==> src/rtl/interleaved_fifo_bank_ctrl_if.sv <==
// Stream-side bundle of the interleaved FIFO controller: write stream,
// read stream and the occupancy count.
interface interleaved_fifo_bank_ctrl_if #(
    parameter int DATA_WIDTH = 8,
    parameter int DEPTH      = 512
);
    logic [DATA_WIDTH-1:0]      s_data;
    logic                       s_valid;
    logic                       s_ready;
    logic [DATA_WIDTH-1:0]      m_data;
    logic                       m_valid;
    logic                       m_ready;
    logic [$clog2(DEPTH+1)-1:0] count;

    // Controller side
    modport slave (
        input  s_data, s_valid, m_ready,
        output s_ready, m_data, m_valid, count
    );

    // Producer/consumer side
    modport master (
        output s_data, s_valid, m_ready,
        input  s_ready, m_data, m_valid, count
    );
endinterface

==> src/rtl/interleaved_fifo_bank_ctrl.sv <==
// Controller for a FIFO stored in two single-port RAM banks (even/odd
// entries). Entry k lives in bank k[0] at address k>>1. Reads go through a
// two-stage latency pipeline into a 4-entry output skid buffer.
module interleaved_fifo_bank_ctrl #(
    parameter int DATA_WIDTH = 8,
    parameter int DEPTH      = 512,
    parameter int OUT_DEPTH  = 4
) (
    input  logic                         clk,
    input  logic                         rstn,
    interleaved_fifo_bank_ctrl_if.slave  bus,
    output logic [DATA_WIDTH-1:0]        bank0_din,
    output logic [$clog2(DEPTH/2)-1:0]   bank0_addr,
    output logic                         bank0_wr_en,
    input  logic [DATA_WIDTH-1:0]        bank0_dout,
    output logic [DATA_WIDTH-1:0]        bank1_din,
    output logic [$clog2(DEPTH/2)-1:0]   bank1_addr,
    output logic                         bank1_wr_en,
    input  logic [DATA_WIDTH-1:0]        bank1_dout
);
    localparam int PW = $clog2(DEPTH);
    localparam int AW = $clog2(DEPTH/2);
    localparam int CW = $clog2(DEPTH+1);

    logic [PW-1:0]         wr_ptr;
    logic [PW-1:0]         rd_ptr;
    logic [CW-1:0]         ram_cnt;
    logic [CW-1:0]         cnt;
    logic                  vld_p1;
    logic                  vld_p2;
    logic                  bank_p1;
    logic                  bank_p2;
    logic [2:0]            out_cnt;
    logic [1:0]            ob_head;
    logic [1:0]            ob_tail;
    logic [DATA_WIDTH-1:0] obuf [OUT_DEPTH];
    logic [AW-1:0]         addr0_q;
    logic [AW-1:0]         addr1_q;

    logic                  wr_acc;
    logic                  pop;
    logic                  rd_go;
    logic                  wr_conflict;
    logic [2:0]            inflight;
    logic [DATA_WIDTH-1:0] push_data;

    // Handshakes; s_ready is forced low while reset is asserted
    assign bus.s_ready = rstn & (cnt < CW'(DEPTH));
    assign bus.m_valid = (out_cnt != 3'd0);
    assign bus.m_data  = obuf[ob_head];
    assign bus.count   = cnt;

    assign wr_acc      = bus.s_valid & bus.s_ready;
    assign pop         = bus.m_valid & bus.m_ready;

    // Output slots already spoken for: buffered words plus both pipeline stages
    assign inflight    = out_cnt + {2'b00, vld_p1} + {2'b00, vld_p2};
    // A write to the bank the read wants wins; the read retries next cycle
    assign wr_conflict = wr_acc & (wr_ptr[0] == rd_ptr[0]);
    assign rd_go       = (ram_cnt != '0) & (inflight < 3'(OUT_DEPTH)) & ~wr_conflict;

    assign push_data   = bank_p2 ? bank1_dout : bank0_dout;

    // Per-bank port drive: write, read, or hold the previous address when idle
    always_comb begin
        bank0_wr_en = 1'b0;
        bank1_wr_en = 1'b0;
        bank0_din   = bus.s_data;
        bank1_din   = bus.s_data;
        bank0_addr  = addr0_q;
        bank1_addr  = addr1_q;
        if (rd_go) begin
            if (rd_ptr[0]) bank1_addr = rd_ptr[PW-1:1];
            else           bank0_addr = rd_ptr[PW-1:1];
        end
        if (wr_acc) begin
            if (wr_ptr[0]) begin
                bank1_wr_en = 1'b1;
                bank1_addr  = wr_ptr[PW-1:1];
            end else begin
                bank0_wr_en = 1'b1;
                bank0_addr  = wr_ptr[PW-1:1];
            end
        end
    end

    // Remember the last address driven on each bank so idle cycles hold it
    always_ff @(posedge clk) begin
        addr0_q <= bank0_addr;
        addr1_q <= bank1_addr;
    end

    // Pointers and occupancy counters
    always_ff @(posedge clk or negedge rstn) begin
        if (!rstn) begin
            wr_ptr  <= '0;
            rd_ptr  <= '0;
            ram_cnt <= '0;
            cnt     <= '0;
        end else begin
            if (wr_acc) wr_ptr <= wr_ptr + 1'b1;
            if (rd_go)  rd_ptr <= rd_ptr + 1'b1;
            ram_cnt <= ram_cnt + CW'(wr_acc) - CW'(rd_go);
            cnt     <= cnt + CW'(wr_acc) - CW'(pop);
        end
    end

    // Stage p1: read address presented to the RAM
    // Stage p2: RAM data lands on bankN_dout and is captured on this edge
    always_ff @(posedge clk or negedge rstn) begin
        if (!rstn) begin
            vld_p1  <= 1'b0;
            bank_p1 <= 1'b0;
            vld_p2  <= 1'b0;
            bank_p2 <= 1'b0;
        end else begin
            vld_p1  <= rd_go;
            bank_p1 <= rd_ptr[0];
            vld_p2  <= vld_p1;
            bank_p2 <= bank_p1;
        end
    end

    // Output skid buffer control: circular head/tail and fill level
    always_ff @(posedge clk or negedge rstn) begin
        if (!rstn) begin
            ob_head <= '0;
            ob_tail <= '0;
            out_cnt <= '0;
        end else begin
            if (vld_p2) ob_tail <= ob_tail + 1'b1;
            if (pop)    ob_head <= ob_head + 1'b1;
            out_cnt <= out_cnt + {2'b00, vld_p2} - {2'b00, pop};
        end
    end

    // Output skid buffer storage; space was reserved when the read issued
    always_ff @(posedge clk) begin
        if (vld_p2) obuf[ob_tail] <= push_data;
    end
endmodule

==> src/flat_wrapper.sv <==
// flat-port wrapper written by rule: the top's interface ports become plain ports
module interleaved_fifo_bank_ctrl_flat 
#(
    parameter int DATA_WIDTH = 8,
    parameter int DEPTH      = 512,
    parameter int OUT_DEPTH  = 4
)
  (clk, rstn, bank0_din, bank0_addr, bank0_wr_en, bank0_dout, bank1_din, bank1_addr, bank1_wr_en, bank1_dout, bus_s_data, bus_s_valid, bus_m_ready, bus_s_ready, bus_m_data, bus_m_valid, bus_count);
  interleaved_fifo_bank_ctrl_if #(.DATA_WIDTH(DATA_WIDTH), .DEPTH(DEPTH)) bus_i ();
  input  logic clk;
  input  logic rstn;
  output logic [DATA_WIDTH-1:0] bank0_din;
  output logic [$clog2(DEPTH/2)-1:0] bank0_addr;
  output logic bank0_wr_en;
  input  logic [DATA_WIDTH-1:0] bank0_dout;
  output logic [DATA_WIDTH-1:0] bank1_din;
  output logic [$clog2(DEPTH/2)-1:0] bank1_addr;
  output logic bank1_wr_en;
  input  logic [DATA_WIDTH-1:0] bank1_dout;
  input wire logic [$bits(bus_i.s_data)-1:0] bus_s_data;
  input wire logic [$bits(bus_i.s_valid)-1:0] bus_s_valid;
  input wire logic [$bits(bus_i.m_ready)-1:0] bus_m_ready;
  output wire logic [$bits(bus_i.s_ready)-1:0] bus_s_ready;
  output wire logic [$bits(bus_i.m_data)-1:0] bus_m_data;
  output wire logic [$bits(bus_i.m_valid)-1:0] bus_m_valid;
  output wire logic [$bits(bus_i.count)-1:0] bus_count;
  assign bus_i.s_data = bus_s_data;
  assign bus_i.s_valid = bus_s_valid;
  assign bus_i.m_ready = bus_m_ready;
  assign bus_s_ready = bus_i.s_ready;
  assign bus_m_data = bus_i.m_data;
  assign bus_m_valid = bus_i.m_valid;
  assign bus_count = bus_i.count;
  interleaved_fifo_bank_ctrl #(.DATA_WIDTH(DATA_WIDTH), .DEPTH(DEPTH), .OUT_DEPTH(OUT_DEPTH)) u_core (.clk(clk), .rstn(rstn), .bus(bus_i), .bank0_din(bank0_din), .bank0_addr(bank0_addr), .bank0_wr_en(bank0_wr_en), .bank0_dout(bank0_dout), .bank1_din(bank1_din), .bank1_addr(bank1_addr), .bank1_wr_en(bank1_wr_en), .bank1_dout(bank1_dout));
endmodule
==> config.mk <==
export PLATFORM = sky130hd
export DESIGN_NAME = interleaved_fifo_bank_ctrl_flat
export DESIGN_NICKNAME = d
export VERILOG_FILES = /design/src/rtl/interleaved_fifo_bank_ctrl_if.sv /design/src/rtl/interleaved_fifo_bank_ctrl.sv /design/src/flat_wrapper.sv
export SDC_FILE = /design/constraint.sdc
export NUM_CORES = 1
export LEC_CHECK = 0
export ABC_CLOCK_PERIOD_IN_PS = 2800
export BUFFER_PORTS_ARGS = -buffer_cell sky130_fd_sc_hd__buf_2
export CORE_AREA = 2 2 89 134
export DETAILED_ROUTE_END_ITERATION = 8
export DIE_AREA = 0 0 91 136
export GPL_TIMING_DRIVEN = 0
export PLACE_DENSITY_LB_ADDON = 0.12
export SLEW_MARGIN = 0
export SYNTH_ARGS = -nofsm -noshare
export SYNTH_HDL_FRONTEND = slang
export SYNTH_SLANG_ARGS = --single-unit
==> constraint.sdc <==
create_clock -name clk -period 2.8 [get_ports clk]
set_clock_uncertainty 0.05 [all_clocks]
set_input_delay 0 -clock clk [delete_from_list [all_inputs] [get_ports clk]]
set_output_delay 0 -clock clk [all_outputs]
set_load 0.02 [all_outputs]
==> results of run 1 <==
cells in the final DEF (no fill, tap or decap), drive strengths merged, types with 4 or more instances in the layout:
| cell | netlist | routed |
|---|---|---|
| buf | 21 | 112 |
| dfrtp | 49 | 49 |
| inv | 43 | 48 |
| nand2 | 33 | 33 |
| edfxtp | 32 | 32 |
| ha | 32 | 32 |
| xnor2 | 22 | 22 |
| o21ai | 20 | 20 |
| dlygate4sd3 | 0 | 19 |
| dfxtp | 16 | 16 |
| a21oi | 16 | 16 |
| xor2 | 14 | 14 |
| nor2 | 12 | 12 |
| clkbuf | 2 | 11 |
| mux2 | 8 | 8 |
| mux4 | 8 | 8 |
| mux2i | 8 | 8 |
| nand3 | 7 | 7 |
| nor4 | 7 | 7 |
| nand4 | 6 | 6 |
| nor2b | 5 | 5 |
| and2 | 5 | 5 |
| and3 | 4 | 4 |
| o22ai | 4 | 4 |
| nor3 | 4 | 4 |
| a22oi | 4 | 4 |
worst max-delay path: stages (launching register included):
cell	delay [ps]
dfrtp_1	430
ha_4	300
a21oi_4	60
o21a_1	230
nor4_4	320
xor2_1	120
ha_2	210
fa_2	350
a21oi_2	140
o21bai_2	90
a21oi_1	140
o21bai_1	90
xor2_1	150
report_power, final:
group | switching [W] | internal (W)
logic | 0.00263 | 0.00219
clock network | 0.000600 | 0.000637
registers | 0.000343 | 0.00210
final cells by class:
type                       count  area [um^2]
fill                        1016         5004
sequential                    97         2511
multi-input combinational    249         2212
timing repair buffer         110        713.2
clock buffer                   9        225.2
tap                          150        187.7
buffer                        23        182.7
inverter                      43        178.9
clock inverter                 7        76.32
per-layer routing:
metal,up-vias,part of all wire (%)
li1,1679,-
met1,1656,40
met2,63,55
met3,12,2.9
met4,0,1.9
met5,-,0
per-stage QoR:
step / std cells / setup TNS [ps] / power, W / worst slack (ps) / instance area (um^2)
final: 688 / 0 / 0.008504 / 18.06 / 6287
after global routing: 688 / -437.6 / 0.009181 / -122.3 / 6287
after CTS: 682 / 0 / 0.008282 / 1.928 / 6172
after detailed placement: 635 / -2705 / 0.006736 / -524.3 / 5534
after global placement: 635 / -2590 / 0.006618 / -523.7 / 5534
after floorplan: 412 / 0 / 0.005706 / 23.12 / 4981
what timing repair did:
action / in CTS / in global routing
endpoints found under the hold margin: 84 / 0
pin swaps: 4 / 12
resized for setup: 11 / 14
hold buffers: 20 / 0
gates cloned: 0 / 0
buffers inserted: 11 / 6
endpoints found under the setup margin: 7 / 7
worst paths after layout:
path                                        start           endpoint  slack [ps]  cells after the start
worst min-delay path                         rstn  u_core.ram_cnt[7]         150                      3
worst max-delay path            u_core.out_cnt[0]  u_core.ram_cnt[6]          20                     12
max in group asynchronous                    rstn  u_core.out_cnt[2]        2270                      3
worst max register to register  u_core.out_cnt[0]  u_core.ram_cnt[6]          20                     12
worst min register to register     u_core.bank_p1     u_core.bank_p2         310                      0
min in group clk                    bus_s_data[1]       bank0_din[1]         170                      2
flip-flops by register name, indices dropped and copies added (netlist names), 3 cells and up:
signal and count:
u_core.obuf 32, u_core.addr0_q 8, u_core.rd_ptr 9, u_core.out_cnt 3, u_core.bus.count 10, u_core.addr1_q 8, u_core.wr_ptr 9, u_core.ram_cnt 10
logic make-up after synthesis:
family	share of synthesized area [%]
buffers and inverters	7.244
flip-flops	50.58
adder cells (fa/ha/maj)	9.288
AO/OA/AOI/OAI	7.900
XOR/XNOR	6.360
AND/OR/NAND/NOR	11.56
multiplexers	7.067
==> results.md, run 1 <==
* Clk slew on worst S/H paths at 70 ps
* Die Width at 91 um
* Minimum clock period at 2782 ps
* Post-synth top area cell: dfrtp_1
* Via Count at 3410
* Diode count at 0
* Pre-Repair DR Iteration Count at 4
* Vias in the first global route at 3488
* Final nets at 596
* Worst-margin pin slew at 592.9 ps
* DR iter-0 viols at 72
* Lkg Pwr at 2.830 nW
* Area Overhead vs Synth at 26.83%
* Final Cycle Share at 99.36%
* CP Max Fanout at 4
* Final setup fails at 0
* First-pass GRT wire length at 16.24 mm
* Global Route met3 Usage at 2.494%
* Largest cells by area after synthesis: dfrtp_1 (25%), edfxtp_1 (19%), ha_1 (8.1%)
* Count leader, synth: dfrtp_1
* Die H at 136 um
* Final wirelength at 9.968 mm
* Average size of a mapped cell at 12.03 um^2
* Syn Nets at 475
* Max-slew headroom at 60.47%
* Clk_lat worst skew at 350 ps
* Max-slew violation count at 0
* Final Core Density at 55.68%
* Synth cell types at 66
* Status: finished, final reports clean
* Num Clock Sinks at 97
* Pwr Density at 1353 nW/um^2
* Data arrival, critical path at 2960 ps
* TritonCTS Buffers at 9
* # DRC at 0
* Starting Density at 43.91%
* Worst EP required at 2980 ps
* Seq/Total Area, Yosys at 50.58%
* Row Count at 48
* Post-Syn Instances at 412
* Highest Clock Rate at 359.5 MHz
* Root Buffer: clkbuf_16
* YS warnings at 0
* CTS tree: yes
* Hold crit path type: primary input to async pin
* GR peak layer: met2
* Worst vdd ir at 0.6652 mV
* Post-Syn Area at 4957 um^2
* GPL Wtd Cong at 0.8266
* Worst Hold Slack at 154.8 ps
* Total grt overflow at 0
* Met2 global-route usage at 31.23%
* FFs w/ async S/R, synth at 50.52%
* Max_cap viols at 0
* Vias/cell at 4.956
* DR WL/cell at 14.49 um
* Synth top cells by count: dfrtp_1 (49), inv_1 (40), nand2_1 (33), edfxtp_1 (32), ha_1 (32)
* Input/output buffers at 73
* Crit start category: register
* CTS max path bufs at 2
* Share of layout cells above drive strength 1 at 35.32%
* Gr usage total at 16.68%
* Crit Path Category: register to register
* Post-synth top area share at 24.73%
* EDFF count, synth at 32
* M1 GR Usage at 18.55%
* CTS H-tree lvls at 3
* Full die area at 12380 um^2
* Initial antenna violation count at 0
* Ports at 82
* RSZ-0062 raised after global routing: true
* Final ANT Viol Nets at 0
* CP Capture Type: register
* Largest net degree at the start of global routing at 50
* Final Hold Viols at 0
* Synth Flop Type: dfrtp_1
* Post-synthesis register bit count at 97
* Core ar. at 11290 um^2
* Post-DP HPWL at 6.877 mm
No activity file was read; power rests on OpenSTA's default activity.
==> run 2, diff against run 1 <==
--- a/config.mk
+++ b/config.mk
@@ -7,12 +7,14 @@
 export LEC_CHECK = 0
 export ABC_CLOCK_PERIOD_IN_PS = 2800
 export BUFFER_PORTS_ARGS = -buffer_cell sky130_fd_sc_hd__buf_2
-export CORE_AREA = 2 2 89 134
+export CORE_AREA = 2 2 108 110
 export DETAILED_ROUTE_END_ITERATION = 8
-export DIE_AREA = 0 0 91 136
+export DIE_AREA = 0 0 110 112
 export GPL_TIMING_DRIVEN = 0
+export HOLD_SLACK_MARGIN = 0.02
 export PLACE_DENSITY_LB_ADDON = 0.12
 export SLEW_MARGIN = 0
 export SYNTH_ARGS = -nofsm -noshare
 export SYNTH_HDL_FRONTEND = slang
 export SYNTH_SLANG_ARGS = --single-unit
+export TNS_END_PERCENT = 30
==> run 2 against run 1 <==
Net effect: the flow now finishes with violations (setup timing); via count shrank 0.59%; hold slack better by 12 ps; largest power group unchanged; total power shrank 0.67%.
==> results.md, run 2 (synthesis gave the netlist of run 1 again) <==
* Status: finished with violations
* Failing checks: setup timing
* Final ANT Viol Nets at 0 (unchanged)
* Max reg flops at 32 (unchanged)
* Vias/cell at 5.015 (+1.2%)
* Crit-path max cell delay at 430 ps (about the same)
* Full die area at 12320 um^2 (-0.45%)
* Starting Density at 44.36% (+0.46 points)
* Most frequent cells in the layout: buf_2 (74), dfrtp_1 (47), inv_1 (39), nand2_1 (32), edfxtp_1 (32)
* Critical path's most frequent cell: inv_1
* Setup TNS at -26.12 ps (-26.12 ps)
* Fin area at 6217 um^2 (-1.1%)
* Fin worst setup slack at -26.12 ps (-44.18 ps)
* Area Overhead vs Synth at 25.42%
* CTS tree: yes
* Final nets at 591 (-0.84%)
* Dpl cells at 628 (-1.1%)
* DR WL/cell at 14.63 um (+1.0%)
* Clk slew on worst S/H paths at 70 ps (about the same)
* # DRC at 0 (unchanged)
* Max-slew headroom at 57.50% (-3.0 points)
* Slowest stage cell, crit path: dfrtp_1
* Max-slew violation count at 0 (unchanged)
* Data arrival, critical path at 3030 ps (+70 ps)
* Minimum clock period at 2826 ps (+44.18 ps)
* Total grt overflow at 0 (unchanged)
* CP top delay family: adder cells
* Dpl ws at -557.6 ps (-33.23 ps)
* Final Core Density at 55.64% (about the same)
* Diode count at 0 (unchanged)
* First-pass GRT wire length at 16.41 mm (+1.0%)
* Initial antenna violation count at 0 (unchanged)
* Worst path cell trace: or3_4 > and2_4 > ha_1 > inv_1 > ha_2 > inv_1 > fa_2 > nor2b_2 > o21a_1 > o21ai_2 > a211o_1 > o2111ai_1
* Die Width at 110 um (+21%)
* Reg with most FFs: u_core.obuf
* Core ar. at 11170 um^2 (-1.0%)
* Vias in the first global route at 3392 (-2.8%)
* Final wirelength at 9.892 mm (-0.76%)
* Share of layout cells above drive strength 1 at 33.96% (-1.4 points)
* Final setup fails at 1 (+1)
* GPL Wtd Cong at 0.7412 (-10%)
* Worst EP required at 3000 ps (+20 ps)
* Final Hold Viols at 0 (unchanged)
* CTS H-tree lvls at 3 (unchanged)
* Gr usage total at 17.32% (+0.64 points)
* Worst-margin pin slew at 637.5 ps (+44.56 ps)
* Final Cycle Share at 100.9% (+1.6 points)
* Num Clock Sinks at 97 (unchanged)
* Row Count at 39 (-19%)
* Pre-Repair DR Iteration Count at 7 (+3)
* CP Max Fanout at 4 (unchanged)
* Buf/Inv on CP at 2 (+2)
* Root Buffer: clkbuf_16
* Post-DP HPWL at 6.579 mm (-4.3%)
* Hold crit path type: primary input to primary output
* Post-DP Area at 5523 um^2 (-0.20%)
* Clk_lat worst skew at 350 ps (about the same)
* Final Non-Filler Cells at 676 (-1.7%)
* Die H at 112 um (-18%)
* Via Count at 3390 (-0.59%)
* RSZ-0062 raised after global routing: true
* Commonest non-fill, non-tap cell in the layout: buf_2
* Crit Path Category: register to register
* Max_cap viols at 0 (unchanged)
* CP Capture Type: register
* DR iter-0 viols at 146 (+100%)
* CTS max path bufs at 2 (unchanged)
* Largest net degree at the start of global routing at 50 (unchanged)
* Input/output buffers at 73 (unchanged)
* Highest Clock Rate at 353.8 MHz (-1.6%)
* TritonCTS Buffers at 9 (unchanged)
* Worst vdd ir at 0.7027 mV (+5.6%)
* Crit start category: register
* Ports at 82 (unchanged)
* Lkg Pwr at 2.795 nW (-1.2%)
* Pwr Density at 1359 nW/um^2 (+0.45%)
[run 2: changes by cell type in the layout (fill, tap and decap cells not counted), moves of 2 or more]
cell        delta
ha_4           -2
buf_4          -6
clkinvlp_4     +2
inv_1          +2
inv_8          -3
[run 2: worst paths after layout]
check / from / to / slack [ps] / depth (start not counted)
hold / removal: bus_s_data[5] / bank0_din[5] / 170 / 2
hold reg to reg: u_core.bank_p1 / u_core.bank_p2 / 300 / 0
setup / recovery: u_core.out_cnt[0] / u_core.bus.count[6] / -30 / 12
min in group asynchronous: rstn / u_core.wr_ptr[6] / 280 / 3
max in group asynchronous: rstn / u_core.out_cnt[2] / 2170 / 3
setup reg to reg: u_core.out_cnt[0] / u_core.bus.count[6] / -30 / 12
[run 2: power by group]
group          internal (W)  switching, W  leakage, nW  total (W)
logic               0.00214       0.00264         1.63    0.00478
registers           0.00210      0.000329         1.02    0.00242
clock network      0.000697      0.000545        0.137    0.00124
total               0.00493       0.00351         2.79    0.00845
[run 2: final cells by class]
| class | count | area [um^2] |
|---|---|---|
| buffer | 23 | 182.7 |
| clock buffer | 10 | 229.0 |
| clock inverter | 6 | 66.31 |
| fill | 962 | 4957 |
| inverter | 43 | 176.4 |
| multi-input combinational | 249 | 2201 |
| sequential | 97 | 2510 |
| tap | 143 | 178.9 |
| timing repair buffer | 105 | 673.1 |
[run 2: worst register-to-register path, cell delays in order, from the launching register on]
cell and delay (ps):
dfrtp_1 430, or3_4 410, and2_4 190, ha_1 260, inv_1 60, ha_2 170
inv_1 50, fa_2 360, nor2b_2 120, o21a_1 170, o21ai_2 80, a211o_1 290
o2111ai_1 110
[run 2: metal layers]
metal / wire [um] / track usage (%)
met1: 4383 / 22.71
met2: 4942 / 28.18
met5: 0 / 0
met3: 390 / 3.103
met4: 176 / 6.920
[run 2: stage by stage]
| stage | hold slack (ps) | total power (W) |
|---|---|---|
| after floorplan | -345.6 | 0.005702 |
| after global placement | 168.8 | 0.006605 |
| after CTS | 168.1 | 0.008294 |
| after detailed placement | 168.1 | 0.006714 |
| final | 166.8 | 0.008447 |
| after global routing | 170.2 | 0.009134 |
[run 2: repair_timing]
action | 4_1_cts | 5_1_grt
hold buffers | 20 | 0
endpoints found under the setup margin | 7 | 11
setup buffers | 8 | 4
cloned | 0 | 0
pin swaps | 4 | 10
endpoints found under the hold margin | 85 | 0
gates resized for setup | 11 | 11
==> run 3, diff against run 2 <==
--- a/config.mk
+++ b/config.mk
@@ -5,7 +5,7 @@
 export SDC_FILE = /design/constraint.sdc
 export NUM_CORES = 1
 export LEC_CHECK = 0
-export ABC_CLOCK_PERIOD_IN_PS = 2800
+export ABC_CLOCK_PERIOD_IN_PS = 2700
 export BUFFER_PORTS_ARGS = -buffer_cell sky130_fd_sc_hd__buf_2
 export CORE_AREA = 2 2 108 110
 export DETAILED_ROUTE_END_ITERATION = 8
==> constraint.sdc (replaced) <==
create_clock -name clk -period 2.7 [get_ports clk]
set_clock_uncertainty 0.05 [all_clocks]
set_input_delay 0 -clock clk [delete_from_list [all_inputs] [get_ports clk]]
set_output_delay 0 -clock clk [all_outputs]
set_load 0.02 [all_outputs]
==> run 3 against run 2 <==
Net effect: the run ends with hold timing, setup timing left; clock-buffer cell count unchanged; flip-flop and latch count unchanged; via count is 2.6% lower; total power is 0.47% lower; clock power fell by 5%; cell area fell by 1.7%; combinational power is 2% lower; register-to-register slack about the same.
==> results.md, run 3 (synthesis gave the netlist of run 1 again) <==
* Post-DP HPWL at 6.692 mm (+1.7%)
* Clk slew on worst S/H paths at 70 ps (about the same)
* Final wirelength at 9.338 mm (-5.6%)
* Largest net degree at the start of global routing at 52 (+4.0%)
* Vias in the first global route at 3395 (+0.088%)
* FF-to-FF End: u_core.ram_cnt[6]
* CP Capture Type: register
* Final setup fails at 1 (unchanged)
* Final Non-Filler Cells at 668 (-1.2%)
* Comb pwr share at 55.9% (-0.7 points)
* Die H at 112 um (unchanged)
* Crit start category: register
* # DRC at 0 (unchanged)
* Worst vdd ir at 0.6941 mV (-1.2%)
* Post-DP Area at 5530 um^2 (+0.14%)
* Area Overhead vs Synth at 23.27%
* Row Count at 39 (unchanged)
* CTS H-tree lvls at 3 (unchanged)
* First-pass GRT wire length at 16.28 mm (-0.76%)
* Data arrival, critical path at 2910 ps (-120 ps)
* Max reg flops at 32 (unchanged)
* Ports at 82 (unchanged)
* Worst EP required at 2870 ps (-130 ps)
* Dpl cells at 628 (unchanged)
* Final Hold Viols at 49 (+49)
* Clock group share of total power at 14.0% (-0.7 points)
* Sw Share at 41.90% (+0.28 points)
* TritonCTS Buffers at 9 (unchanged)
* Final nets at 583 (-1.4%)
* Full die area at 12320 um^2 (unchanged)
* Fin area at 6111 um^2 (-1.7%)
* Lkg Pwr at 2.738 nW (-2.0%)
* Final ANT Viol Nets at 0 (unchanged)
* Pre-Repair DR Iteration Count at 4 (-3)
* Core ar. at 11170 um^2 (unchanged)
* Failing checks: hold timing, setup timing
* Share of layout cells above drive strength 1 at 33.33% (-0.63 points)
* Pwr Density at 1376 nW/um^2 (+1.3%)
* Die Width at 110 um (unchanged)
* Reg with most FFs: u_core.obuf
* Max-slew headroom at 55.01% (-2.5 points)
* Fin worst setup slack at -33.21 ps (-7.086 ps)
* Highest Clock Rate at 365.9 MHz (+3.4%)
* Worst Hold Slack at -362.9 ps (-529.7 ps)
* Hold crit path type: primary input to async pin
* Initial antenna violation count at 0 (unchanged)
* Worst-margin pin slew at 674.8 ps (+37.32 ps)
* DR iter-0 viols at 111 (-24%)
* Root Buffer: clkbuf_16
* Most frequent cells in the layout: buf_2 (73), dfrtp_1 (46), inv_1 (38), nand2_1 (33), edfxtp_1 (32)
* Minimum clock period at 2733 ps (-92.91 ps)
* CTS tree: yes
* R2R cell count at 12 (unchanged)
* Cts hold-fix bufs at 17 (-15%)
* R2r setup slk at -30 ps (about the same)
* CTS max path bufs at 2 (unchanged)
* Dpl ws at -618.1 ps (-60.50 ps)
* Clk_lat worst skew at 340 ps (about the same)
* Register share of total power at 30.0% (+1.3 points)
* Vias/cell at 4.942 (-1.5%)
* Input/output buffers at 73 (unchanged)
* Max-slew violation count at 0 (unchanged)
* Gr usage total at 17.05% (-0.27 points)
* P_sw at 0.003522 W (+0.22%)
* CP Max Fanout at 4 (unchanged)
* DR WL/cell at 13.98 um (-4.5%)
* Max_cap viols at 0 (unchanged)
* Crit Path Category: register to register
* Num Clock Sinks at 97 (unchanged)
* Via Count at 3301 (-2.6%)
* Internal power at 0.004885 W (-0.95%)
* Worst r2r src: u_core.vld_p2
* GPL Wtd Cong at 0.7729 (+4.3%)
* Diode count at 0 (unchanged)
* Final Cycle Share at 101.2% (+0.30 points)
* Commonest non-fill, non-tap cell in the layout: buf_2
* Status: finished with violations
* Total grt overflow at 0 (unchanged)
* RSZ-0062 raised after global routing: true
* Starting Density at 44.36% (unchanged)
[run 3: power groups by stage]
stage | Combinational [W] | Sequential, W | Clock, W
global route | 0.00528 | 0.00260 | 0.00128
global placement | 0.00432 | 0.00255 | 0
finish | 0.00470 | 0.00252 | 0.00118
CTS | 0.00472 | 0.00253 | 0.00123
floorplan | 0.00335 | 0.00257 | 0
detailed placement | 0.00440 | 0.00257 | 0
[run 3: per-stage QoR]
| step | util, % | power [W] | TNS [ps] |
|---|---|---|---|
| 6_report | 54.69 | 0.008407 | -33.21 |
| 5_1_grt | 54.69 | 0.009162 | -577.6 |
| 4_1_cts | 54.52 | 0.008478 | -1.701 |
| 3_5_place_dp | 49.49 | 0.006970 | -3317 |
| 3_3_place_gp | 49.49 | 0.006868 | -3293 |
| 2_1_floorplan | - | 0.005926 | -51.28 |
[run 3: worst max-delay path by stage]
| stage | end | slack, ps | from | cells after the start |
|---|---|---|---|---|
| floorplan | u_core.ram_cnt[6] | -30 | u_core.vld_p2 | 12 |
| global placement | u_core.ram_cnt[6] | -610 | rstn | 12 |
| detailed placement | u_core.ram_cnt[6] | -620 | rstn | 12 |
| CTS | u_core.ram_cnt[6] | -2 | u_core.out_cnt[0] | 12 |
| global route | u_core.ram_cnt[6] | -170 | u_core.out_cnt[0] | 12 |
| finish | u_core.ram_cnt[6] | -30 | u_core.vld_p2 | 12 |
[run 3: area by class of cell]
type | count | area [um^2]
plain buffers | 23 | 182.7
clock buffers | 10 | 229.0
well taps | 143 | 178.9
flip-flops and latches | 97 | 2511
fillers | 971 | 5064
repair buffers | 97 | 590.6
clock inverters | 6 | 43.79
multi-input cells | 249 | 2198
inverters | 43 | 176.4
[run 3: layer usage]
layer,wire length [um],global-route usage [%],part of all wire [%]
met5,0,0,0
met4,92,3.544,0.99
met3,362,5.152,3.9
met2,4645,28.22,50
met1,4237,22.02,45
[run 3: worst max-delay path, cell delays in order, from the launching register on]
cell	delay, ps
dfrtp_2	430
ha_4	280
a21oi_4	60
o21a_1	210
nor4_4	290
xor2_1	120
ha_2	200
fa_2	360
a21oi_2	140
o21bai_2	100
a21oi_2	140
o21bai_1	80
xor2_1	150
[run 3: repair_timing]
action,in CTS,in global routing
resized for setup,12,6
cloned,0,0
pin swaps,9,4
setup buffers,7,0
setup endpoints to repair,10,8
hold endpoints to repair,83,49
